### src/rtl/wb_pkg.sv
// Shared types and widths for the dual-PE writeback path.
//   XLEN       : register data width
//   AW         : register address width
//   NREG       : number of architectural registers (width of the pending vector)
//   wb_entry_t : one buffered result {destination register, data}
package wb_pkg;
  localparam int XLEN = 32;
  localparam int AW   = 5;
  localparam int NREG = 32;

  typedef struct packed {
    logic [AW-1:0]   rd;
    logic [XLEN-1:0] data;
  } wb_entry_t;
endpackage

### src/rtl/wb_fifo.sv
// Per-PE result FIFO for the writeback unit.
// Optional macro: WB_PENDING_EN adds the rd_mask output (one bit per register
// named by any occupied entry).
// Ports:
//   clk, rst      : clock, synchronous active-high reset (clears pointers/count)
//   push, push_entry : write one entry (ignored when full)
//   pop           : remove head (ignored when empty)
//   head, head_valid : oldest entry and its valid flag
//   count, full   : occupancy, registered
//   rd_mask       : (WB_PENDING_EN only) destinations held by occupied entries
module wb_fifo
  import wb_pkg::*;
#(
  parameter int DEPTH = 4
) (
  input  logic                         clk,
  input  logic                         rst,
  input  logic                         push,
  input  wb_entry_t                    push_entry,
  input  logic                         pop,
  output wb_entry_t                    head,
  output logic                         head_valid,
  output logic [$clog2(DEPTH+1)-1:0]   count,
  output logic                         full
`ifdef WB_PENDING_EN
  ,
  output logic [NREG-1:0]              rd_mask
`endif
);
  localparam int CW = $clog2(DEPTH+1);
  localparam int PW = $clog2(DEPTH);
  localparam logic [CW-1:0] DEPTH_C = CW'(DEPTH);

  wb_entry_t     mem [DEPTH];
  logic [PW-1:0] wr_ptr;
  logic [PW-1:0] rd_ptr;
  logic          do_push;
  logic          do_pop;

  assign full       = (count == DEPTH_C);
  assign head_valid = (count != '0);
  assign head       = mem[rd_ptr];
  assign do_push    = push && !full;
  assign do_pop     = pop && head_valid;

  // Control state: pointers wrap naturally because DEPTH is a power of two.
  always_ff @(posedge clk) begin
    if (rst) begin
      wr_ptr <= '0;
      rd_ptr <= '0;
      count  <= '0;
    end else begin
      if (do_push) wr_ptr <= wr_ptr + 1'b1;
      if (do_pop)  rd_ptr <= rd_ptr + 1'b1;
      case ({do_push, do_pop})
        2'b10:   count <= count + 1'b1;
        2'b01:   count <= count - 1'b1;
        default: ;
      endcase
    end
  end

  // Storage is never reset; occupancy alone decides what is valid.
  always_ff @(posedge clk) begin
    if (do_push) mem[wr_ptr] <= push_entry;
  end

`ifdef WB_PENDING_EN
  always_comb begin
    rd_mask = '0;
    for (int i = 0; i < DEPTH; i++) begin
      if (CW'(i) < count) rd_mask[mem[rd_ptr + PW'(i)].rd] = 1'b1;
    end
  end
`endif
endmodule

### src/rtl/dual_pe_writeback_unit.sv
// Write side of the dual-PE register file: buffers PE1/PE2 results in two
// FIFOs and drains them onto two registered register-file write ports,
// never writing the same register on both ports in one cycle and dropping
// writes to x0.
// Optional macro: WB_PENDING_EN builds the in-flight register scoreboard;
// otherwise pending is tied to zero.
// Ports:
//   clk, rst                         : clock, synchronous active-high reset
//   in_valid/ready/rd/data_pe1, _pe2 : result channels from each PE
//   WE3/A3/WD3_PE1, _PE2             : register-file write ports
//   pending                          : bit r set while a write to r is in flight
module dual_pe_writeback_unit
  import wb_pkg::*;
#(
  parameter int DEPTH = 4
) (
  input  logic            clk,
  input  logic            rst,
  input  logic            in_valid_pe1,
  output logic            in_ready_pe1,
  input  logic [AW-1:0]   in_rd_pe1,
  input  logic [XLEN-1:0] in_data_pe1,
  input  logic            in_valid_pe2,
  output logic            in_ready_pe2,
  input  logic [AW-1:0]   in_rd_pe2,
  input  logic [XLEN-1:0] in_data_pe2,
  output logic            WE3_PE1,
  output logic [AW-1:0]   A3_PE1,
  output logic [XLEN-1:0] WD3_PE1,
  output logic            WE3_PE2,
  output logic [AW-1:0]   A3_PE2,
  output logic [XLEN-1:0] WD3_PE2,
  output logic [NREG-1:0] pending
);
  localparam int CW = $clog2(DEPTH+1);
  localparam logic [CW-1:0] DEPTH_C = CW'(DEPTH);

  wb_entry_t       head_pe1, head_pe2;
  logic            hv_pe1, hv_pe2;
  logic [CW-1:0]   cnt_pe1, cnt_pe2;
  logic            full_pe1, full_pe2;
  logic            push_pe1, push_pe2;
  logic            pop_pe1, pop_pe2;
  logic            issue_pe1, issue_pe2;
  logic            collide;
  logic            prio_pe2;
  logic            we_pe1_p1, we_pe2_p1;
  logic [AW-1:0]   a3_pe1_p1, a3_pe2_p1;
  logic [XLEN-1:0] wd3_pe1_p1, wd3_pe2_p1;
  logic            unused_full;

  // Ready follows the registered count, so a full FIFO refuses a push even
  // in a cycle where it also pops.
  assign in_ready_pe1 = !rst && (cnt_pe1 < DEPTH_C);
  assign in_ready_pe2 = !rst && (cnt_pe2 < DEPTH_C);
  assign push_pe1     = in_valid_pe1 && in_ready_pe1;
  assign push_pe2     = in_valid_pe2 && in_ready_pe2;
  assign unused_full  = full_pe1 | full_pe2;

`ifdef WB_PENDING_EN
  logic [NREG-1:0] mask_pe1, mask_pe2, mask_out;
`endif

  wb_fifo #(.DEPTH(DEPTH)) u_fifo_pe1 (
    .clk        (clk),
    .rst        (rst),
    .push       (push_pe1),
    .push_entry ('{rd: in_rd_pe1, data: in_data_pe1}),
    .pop        (pop_pe1),
    .head       (head_pe1),
    .head_valid (hv_pe1),
    .count      (cnt_pe1),
    .full       (full_pe1)
`ifdef WB_PENDING_EN
    ,
    .rd_mask    (mask_pe1)
`endif
  );

  wb_fifo #(.DEPTH(DEPTH)) u_fifo_pe2 (
    .clk        (clk),
    .rst        (rst),
    .push       (push_pe2),
    .push_entry ('{rd: in_rd_pe2, data: in_data_pe2}),
    .pop        (pop_pe2),
    .head       (head_pe2),
    .head_valid (hv_pe2),
    .count      (cnt_pe2),
    .full       (full_pe2)
`ifdef WB_PENDING_EN
    ,
    .rd_mask    (mask_pe2)
`endif
  );

  // ---- Stage p0: issue arbitration on the FIFO heads ----
  // A same-register collision lets PE1 go first; prio_pe2 then hands the next
  // colliding cycle to PE2 so the older PE2 entry cannot starve and the pair
  // lands PE1-then-PE2.
  assign collide   = hv_pe1 && hv_pe2 && (head_pe1.rd == head_pe2.rd) && (head_pe1.rd != '0);
  assign pop_pe1   = hv_pe1 && !(collide && prio_pe2);
  assign pop_pe2   = hv_pe2 && !(collide && !prio_pe2);
  assign issue_pe1 = pop_pe1 && (head_pe1.rd != '0);
  assign issue_pe2 = pop_pe2 && (head_pe2.rd != '0);

  // ---- Stage p1: registered write ports ----
  always_ff @(posedge clk) begin
    if (rst) begin
      we_pe1_p1 <= 1'b0;
      we_pe2_p1 <= 1'b0;
      prio_pe2  <= 1'b0;
    end else begin
      we_pe1_p1 <= issue_pe1;
      we_pe2_p1 <= issue_pe2;
      prio_pe2  <= collide && !prio_pe2;
    end
  end

  // Address/data are zeroed whenever no write is issued, which also clears
  // them during reset without a reset branch on the datapath.
  always_ff @(posedge clk) begin
    a3_pe1_p1  <= (issue_pe1 && !rst) ? head_pe1.rd   : '0;
    wd3_pe1_p1 <= (issue_pe1 && !rst) ? head_pe1.data : '0;
    a3_pe2_p1  <= (issue_pe2 && !rst) ? head_pe2.rd   : '0;
    wd3_pe2_p1 <= (issue_pe2 && !rst) ? head_pe2.data : '0;
  end

  assign WE3_PE1 = we_pe1_p1;
  assign A3_PE1  = a3_pe1_p1;
  assign WD3_PE1 = wd3_pe1_p1;
  assign WE3_PE2 = we_pe2_p1;
  assign A3_PE2  = a3_pe2_p1;
  assign WD3_PE2 = wd3_pe2_p1;

`ifdef WB_PENDING_EN
  always_comb begin
    mask_out = '0;
    if (we_pe1_p1) mask_out[a3_pe1_p1] = 1'b1;
    if (we_pe2_p1) mask_out[a3_pe2_p1] = 1'b1;
  end
  // x0 is never pending: its writes are discarded.
  assign pending = (mask_pe1 | mask_pe2 | mask_out) & {{(NREG-1){1'b1}}, 1'b0};
`else
  assign pending = '0;
`endif
endmodule

### config.mk
export PLATFORM = sky130hd
export DESIGN_NAME = dual_pe_writeback_unit
export DESIGN_NICKNAME = d
export VERILOG_FILES = /design/src/rtl/wb_pkg.sv /design/src/rtl/wb_fifo.sv /design/src/rtl/dual_pe_writeback_unit.sv
export SDC_FILE = /design/constraint.sdc
export NUM_CORES = 1
export LEC_CHECK = 0
export CORE_UTILIZATION = 25
export CTS_CLUSTER_SIZE = 12
export DETAILED_ROUTE_END_ITERATION = 8
export GPL_TIMING_DRIVEN = 0
export SETUP_SLACK_MARGIN = 0.4
export SYNTH_ARGS = -nofsm -noshare
export SYNTH_HDL_FRONTEND = slang
export SYNTH_SLANG_ARGS = --single-unit
### constraint.sdc
create_clock -name clk -period 4.7 [get_ports clk]
set_input_delay 0.94 -clock clk [delete_from_list [all_inputs] [get_ports clk]]
set_output_delay 0.94 -clock clk [all_outputs]
set_load 0.03 [all_outputs]
==> flow_summary_export.csv, run 1 <==
group,metric,value,unit
logic_synthesis,synth_edf_count,296,
place,place_ws,1010,ps
logic_synthesis,dominantRegCellSynth,"edfxtp_1",
floorplan,die_h,241,um
logic_synthesis,synth_compound_area_share,0.580,%
clock_tree,clk_latency,580,ps
final_layout,drive_above_1_share,23.5,%
final_layout,nets,1034,
final_layout,fill_cells,5483,
timing,finalSetupViolCount,0,
clock_tree,cts_setup_buffers,0,
global_routing,gr-total-overflow,0,
clock_tree,cts_hold_buf,0,
worst_setup_path,worstSetupEndpointType,"flop",
worst_setup_path,reg2regPathDepth,12,
logic_synthesis,synthSimpleGateAreaFrac,6.29,%
logic_synthesis,synth-xor-area-share,0.676,%
worst_setup_path,setup.worst_path.end,"u_fifo_pe2.count[2]$_SDFFE_PP0P_",
min_path,holdCritPathClass,"reg2reg",
clock_tree,htree_levels,2,
floorplan,design.portCount,188,
logic_synthesis,synth.cell_area,14200,um2
worst_setup_path,path_class,"reg2reg",
clock_tree,clk_path_buf_depth,3,
global_routing,grt_pass1_wl,44.7,mm
route,vias_per_cell,3.99,
logic_synthesis,synth_cells,705,
logic_synthesis,synth_top_family_by_area,"multiplexers",
place,port-buffer-count,155,
clock_tree,cts.sinks,391,
final_layout,stdcell_count,1736,
power,power,10.2,mW
clock_tree,numCtsBuffers,43,
logic_synthesis,ys_ff_latch,391,
timing,fmax,272,MHz
timing,min_period,3680,ps
route,vias,6934,
power,irDropWorstVdd,0.306,mV
final_layout,area_delta_synth_final,29.2,%
timing,period_share,78.3,%
global_routing,first_global_vias,7278,
worst_setup_path,ff2ff_setup_slack,1020,ps
clock_tree,path_clk_slew,60,ps
floorplan,die-width,241,um
timing,rsz0062_at_grt,"false",
global_routing,antenna_found_initial,8,
flow_run,drv_cap,0,
route,ant_nets,0,
clock_tree,cts-root-buf,"clkbuf_16",
timing,tns,0,ps
timing,final_max_slew_viol_count,0,
floorplan,core-area,56400,um2
final_layout,regArea,10800,um2
logic_synthesis,synth_cell_types,39,
place,place_congestion,0.707,
timing,tightest_slew,997,ps
power,p_leak,6.07,nW
timing,slew_headroom,33.5,%
outcome,status,"finished, final reports clean",
power,powerDensity,553,nW/um2
timing,worst_slack,1020,ps
logic_synthesis,ys_seq_area_share,75.8,%
clock_tree,cts_resized,0,
timing,hold_violations,0,
worst_setup_path,startpoint_type,"flop",
place,place_hpwl,19.5,mm
worst_setup_path,path_max_fanout,10,
worst_setup_path,cp.arrival,4170,ps
global_routing,grt_max_degree,31,
route,drtIter0Drc,336,
logic_synthesis,synthAdderAreaFrac,1.16,%
logic_synthesis,yosys_warnings,0,
place,placedCellCount,1655,
route,drc,0,
route,wl_per_cell,17.3,um
worst_setup_path,cp.required,5190,ps
floorplan,num_rows,87,
clock_tree,cts_tree,"built",
floorplan,initial_core_util,25.3,%
final_layout,multi_input_area,3120,um2
floorplan,die_area,57900,um2
timing,worst_hold_slack,521,ps
route,wl,30.0,mm
worst_setup_path,worst_r2r_endpoint,"u_fifo_pe2.count[2]$_SDFFE_PP0P_",
global_routing,gr-usage-all-layers,10.5,%
route,drtPass1Iterations,6,
timing,skew,45.0,ps
logic_synthesis,synthArstFlopShare,0,%
logic_synthesis,synthMuxAreaShare,12.3,%
logic_synthesis,synth.avg_cell_area,20.2,um2
[worst max-delay path: stages, from the launching register on]
cell	delay (ps)
dfxtp_1	300
clkbuf_1	510
mux4_2	460
xor2_1	190
nor4_4	430
a31o_1	240
buf_6	180
inv_4	70
ha_1	230
fa_1	390
xnor2_1	140
or3_1	300
a21oi_1	140
[power breakdown]
| group | internal [mW] | leakage [nW] | switching (mW) | total (mW) |
|---|---|---|---|---|
| Clock | 1.84 | 0.647 | 1.38 | 3.22 |
| Sequential | 4.07 | 3.46 | 0.121 | 4.20 |
| Combinational | 1.28 | 1.96 | 1.49 | 2.77 |
[final cells by class]
type	instances	share of cell area, %
Clock buffer	62	6.45
Tap cell	756	5.14
Clock inverter	16	0.924
Buffer	61	2.15
Timing Repair Buffer	163	9.38
Multi-Input combinational cell	269	17.0
Sequential cell	391	58.6
Antenna cell	3	0.0408
Inverter	15	0.319
[per-layer routing]
layer  wire, um  vias up  track usage (%)
met5         69        -                0
met4        568       12             3.09
met3       3200       57             4.95
met2      13800      221             16.5
met1      12300     3484             12.7
li1           -     3160                -
[cells by family (layout without fill, tap and decap cells)]
kind of cell	after synthesis	in the layout
buffers and inverters	76	317
flip-flops	391	391
XOR/XNOR	11	11
AND/OR/NAND/NOR	119	119
multiplexers	82	82
other	1	35
AO/OA/AOI/OAI	13	13
adder cells (fa/ha/maj)	12	12
[cell usage after synthesis, types with 5 or more instances]
cell | count | area share, %
edfxtp_1 | 296 | 62
dfxtp_1 | 95 | 13
mux4_2 | 74 | 12
nor2b_1 | 36 | 1.6
buf_4 | 32 | 1.7
nor3b_2 | 28 | 2.5
nor2_1 | 18 | 0.47
clkbuf_1 | 17 | 0.45
inv_1 | 14 | 0.37
and3_1 | 12 | 0.53
ha_1 | 10 | 0.88
buf_2 | 7 | 0.25
xor2_1 | 7 | 0.43
buf_6 | 5 | 0.40
nand2_1 | 5 | 0.13
nor3b_1 | 5 | 0.26
[sequential cells by signal, summed over array words and instances (netlist names), 2 cells and up, named ones only]
name / flops
u_fifo_pe1.mem: 148
u_fifo_pe2.mem: 148
WD3_PE1: 32
WD3_PE2: 32
A3_PE1: 5
A3_PE2: 5
u_fifo_pe1.count: 3
u_fifo_pe2.count: 3
u_fifo_pe1.rd_ptr: 2
u_fifo_pe1.wr_ptr: 2
u_fifo_pe2.rd_ptr: 2
u_fifo_pe2.wr_ptr: 2
[worst min path at each step]
stage | cells after the start | end | from | slack, ps
6_report | 2 | u_fifo_pe2.count[2]$_SDFFE_PP0P_ | u_fifo_pe2.count[2]$_SDFFE_PP0P_ | 520
5_1_grt | 2 | u_fifo_pe1.count[2]$_SDFFE_PP0P_ | u_fifo_pe1.count[2]$_SDFFE_PP0P_ | 560
4_1_cts | 2 | u_fifo_pe1.count[2]$_SDFFE_PP0P_ | u_fifo_pe1.count[2]$_SDFFE_PP0P_ | 520
3_5_place_dp | 2 | u_fifo_pe2.count[2]$_SDFFE_PP0P_ | u_fifo_pe2.count[2]$_SDFFE_PP0P_ | 510
3_3_place_gp | 2 | u_fifo_pe1.count[2]$_SDFFE_PP0P_ | u_fifo_pe1.count[2]$_SDFFE_PP0P_ | 500
2_1_floorplan | 2 | u_fifo_pe1.count[2]$_SDFFE_PP0P_ | u_fifo_pe1.count[2]$_SDFFE_PP0P_ | 480
[placed cells by master, fill, tap and decap left out, types with 4 or more instances in the layout]
cell type and count:
clkdlybuf4s50_1 155, nor3b_2 28, clkbuf_8 4, inv_1 14, conb_1 32, clkinv_2 4, clkinvlp_4 4, nor2_1 18
nand2_1 5, buf_6 5, buf_2 7, ha_1 10, clkbuf_16 43, buf_4 32, xnor2_1 4, and3_1 4
nor2b_1 36, dfxtp_1 95, or3_1 4, xor2_1 7, mux4_2 74, edfxtp_1 296, and3_2 8, buf_12 6
clkbuf_1 32, mux2_2 4, nor3b_1 5
[per-stage QoR]
stage          cell area (um2)  util, %
2_1_floorplan            14400        -
3_3_place_gp             16900     29.9
3_5_place_dp             17000     30.2
4_1_cts                  18400     32.6
5_1_grt                  18400     32.6
6_report                 18400     32.6
Note: power is estimated with default switching activity, not from simulation.
==> inputs of run 2 (changes only) <==
Clock period 4.7 ns to 3.15 ns, I/O delays scaled along.
==> run 2 against run 1 <==
Utilization rose by 0.61 points. Non-clock buffer count rose by 18. First-iteration DRC count fell by 14%. Wire length rose by 0.59%. Final cell count rose by 1.0%. Sequential power rose by 49%. Global-route usage fell by 0.087 points. Setup slack got worse by 930 ps. Largest cell class unchanged. Largest power group unchanged. Highest routed layer unchanged.
==> flow_summary_export.csv, run 2 (synthesis results as in run 1) <==
group,metric,value,unit
power,p_leak,6.24,nW
clock_tree,clk_path_buf_depth,3,
timing,finalSetupViolCount,0,
power,irDropWorstVdd,0.545,mV
timing,hold_violations,0,
global_routing,antenna_found_initial,7,
worst_setup_path,startpoint_type,"flop",
clock_tree,cts-root-buf,"clkbuf_16",
worst_setup_path,worstSetupEndpointType,"flop",
route,vias_per_cell,3.99,
place,placedCellCount,1651,
place,place_ws,-534,ps
power,powerDensity,846,nW/um2
floorplan,design.portCount,188,
flow_run,drv_cap,0,
timing,skew,30.8,ps
outcome,status,"finished, final reports clean",
final_layout,layout_commonest_cell,"edfxtp_1",
floorplan,die-width,241,um
timing,slew_headroom,27.5,%
timing,period_share,97.2,%
floorplan,core-area,56400,um2
clock_tree,htree_levels,2,
route,drtIter0Drc,290,
timing,fmax,327,MHz
place,place_congestion,0.694,
final_layout,final_cell_mix,"edfxtp_1 (296), clkdlybuf4s50_1 (153), dfxtp_1 (93)",
route,wl_per_cell,17.2,um
final_layout,nets,1051,
clock_tree,path_clk_slew,60,ps
place,port-buffer-count,155,
floorplan,die_h,241,um
final_layout,drive_above_1_share,27.0,%
global_routing,gr-usage-all-layers,10.4,%
global_routing,first_global_vias,7252,
floorplan,initial_core_util,25.3,%
clock_tree,clk_latency,570,ps
final_layout,reg.largest.list,"u_fifo_pe1.mem (148), u_fifo_pe2.mem (148)",
worst_setup_path,cp.arrival,3550,ps
place,place_hpwl,18.9,mm
worst_setup_path,cp.required,3640,ps
route,wl,30.1,mm
timing,tightest_slew,1090,ps
min_path,holdCritPathClass,"reg2reg",
route,drc,0,
route,drtPass1Iterations,4,
global_routing,grt_pass1_wl,44.3,mm
power,power,15.9,mW
global_routing,gr-total-overflow,0,
clock_tree,cts.sinks,391,
clock_tree,numCtsBuffers,42,
clock_tree,cts_tree,"built",
floorplan,num_rows,87,
timing,worst_slack,89.4,ps
final_layout,stdcell_count,1754,
route,vias,6998,
global_routing,grt_max_degree,38,
timing,rsz0062_at_grt,"true",
worst_setup_path,path_class,"reg2reg",
route,ant_nets,0,
worst_setup_path,ff2ff_setup_slack,90,ps
timing,final_max_slew_viol_count,0,
worst_setup_path,path_max_fanout,7,
final_layout,area_delta_synth_final,31.6,%
timing,tns,0,ps
clock_tree,cts_hold_buf,0,
timing,min_period,3060,ps
floorplan,die_area,57900,um2
run 2: changes by cell type in the layout (fill, tap and decap cells not counted), moves of 3 or more:
cell and delta:
buf_12 +4, nor3b_4 +3, buf_6 +3, mux2_4 +4, buf_2 -5, clkbuf_2 +3, nor3b_1 -5, buf_4 +15
run 2: report_power, final:
part	leakage, nW	internal [mW]	switching, mW
Combinational	2.15	2.51	2.47
Clock	0.620	2.62	1.99
Sequential	3.46	6.08	0.183
Total	6.24	11.2	4.64
run 2: metal layers:
metal | track usage, % | up-vias | wire length [um]
li1 | - | 3199 | -
met1 | 11.8 | 3522 | 11800
met2 | 17.3 | 207 | 14600
met3 | 4.83 | 58 | 3030
met4 | 2.99 | 12 | 580
met5 | 0 | - | 80
run 2: cell type report:
cell class | count | area [um2]
Antenna cell | 3 | 7.51
Buffer | 61 | 480
Clock buffer | 66 | 1190
Clock inverter | 12 | 111
Fill cell | 5476 | 37600
Inverter | 15 | 63.8
Multi-Input combinational cell | 269 | 3280
Sequential cell | 391 | 10800
Tap cell | 756 | 946
Timing Repair Buffer | 181 | 1870
run 2: critical path, cell delays in order (launching register included):
cell	delay [ps]
dfxtp_2	340
buf_12	120
mux4_2	560
or4_4	560
nand2b_4	160
a31o_1	220
buf_6	130
inv_8	50
ha_4	140
fa_2	190
xnor2_1	70
or3_1	310
a21oi_1	120
run 2: what timing repair did:
item	4_1_cts	5_1_grt
gates cloned	0	3
setup endpoints to repair	88	50
buffers inserted	15	4
resized for setup	28	37
pin swaps	7	27
run 2: path summary, 6_finish.rpt:
path	start	endpoint	cells past startpoint
min reg2reg	u_fifo_pe1.count[2]$_SDFFE_PP0P_	u_fifo_pe1.count[2]$_SDFFE_PP0P_	2
max	flop	u_fifo_pe2.count[2]$_SDFFE_PP0P_	12
max reg2reg	flop	u_fifo_pe2.count[2]$_SDFFE_PP0P_	12
min	u_fifo_pe1.count[2]$_SDFFE_PP0P_	u_fifo_pe1.count[2]$_SDFFE_PP0P_	2
run 2: per-stage QoR:
stage,hold WS (ps),util [%],cell area [um2]
after floorplan,481,-,14400
after global placement,503,30.0,16900
after detailed placement,516,30.1,17000
after CTS,531,32.8,18500
after global routing,553,33.2,18700
final,535,33.3,18700
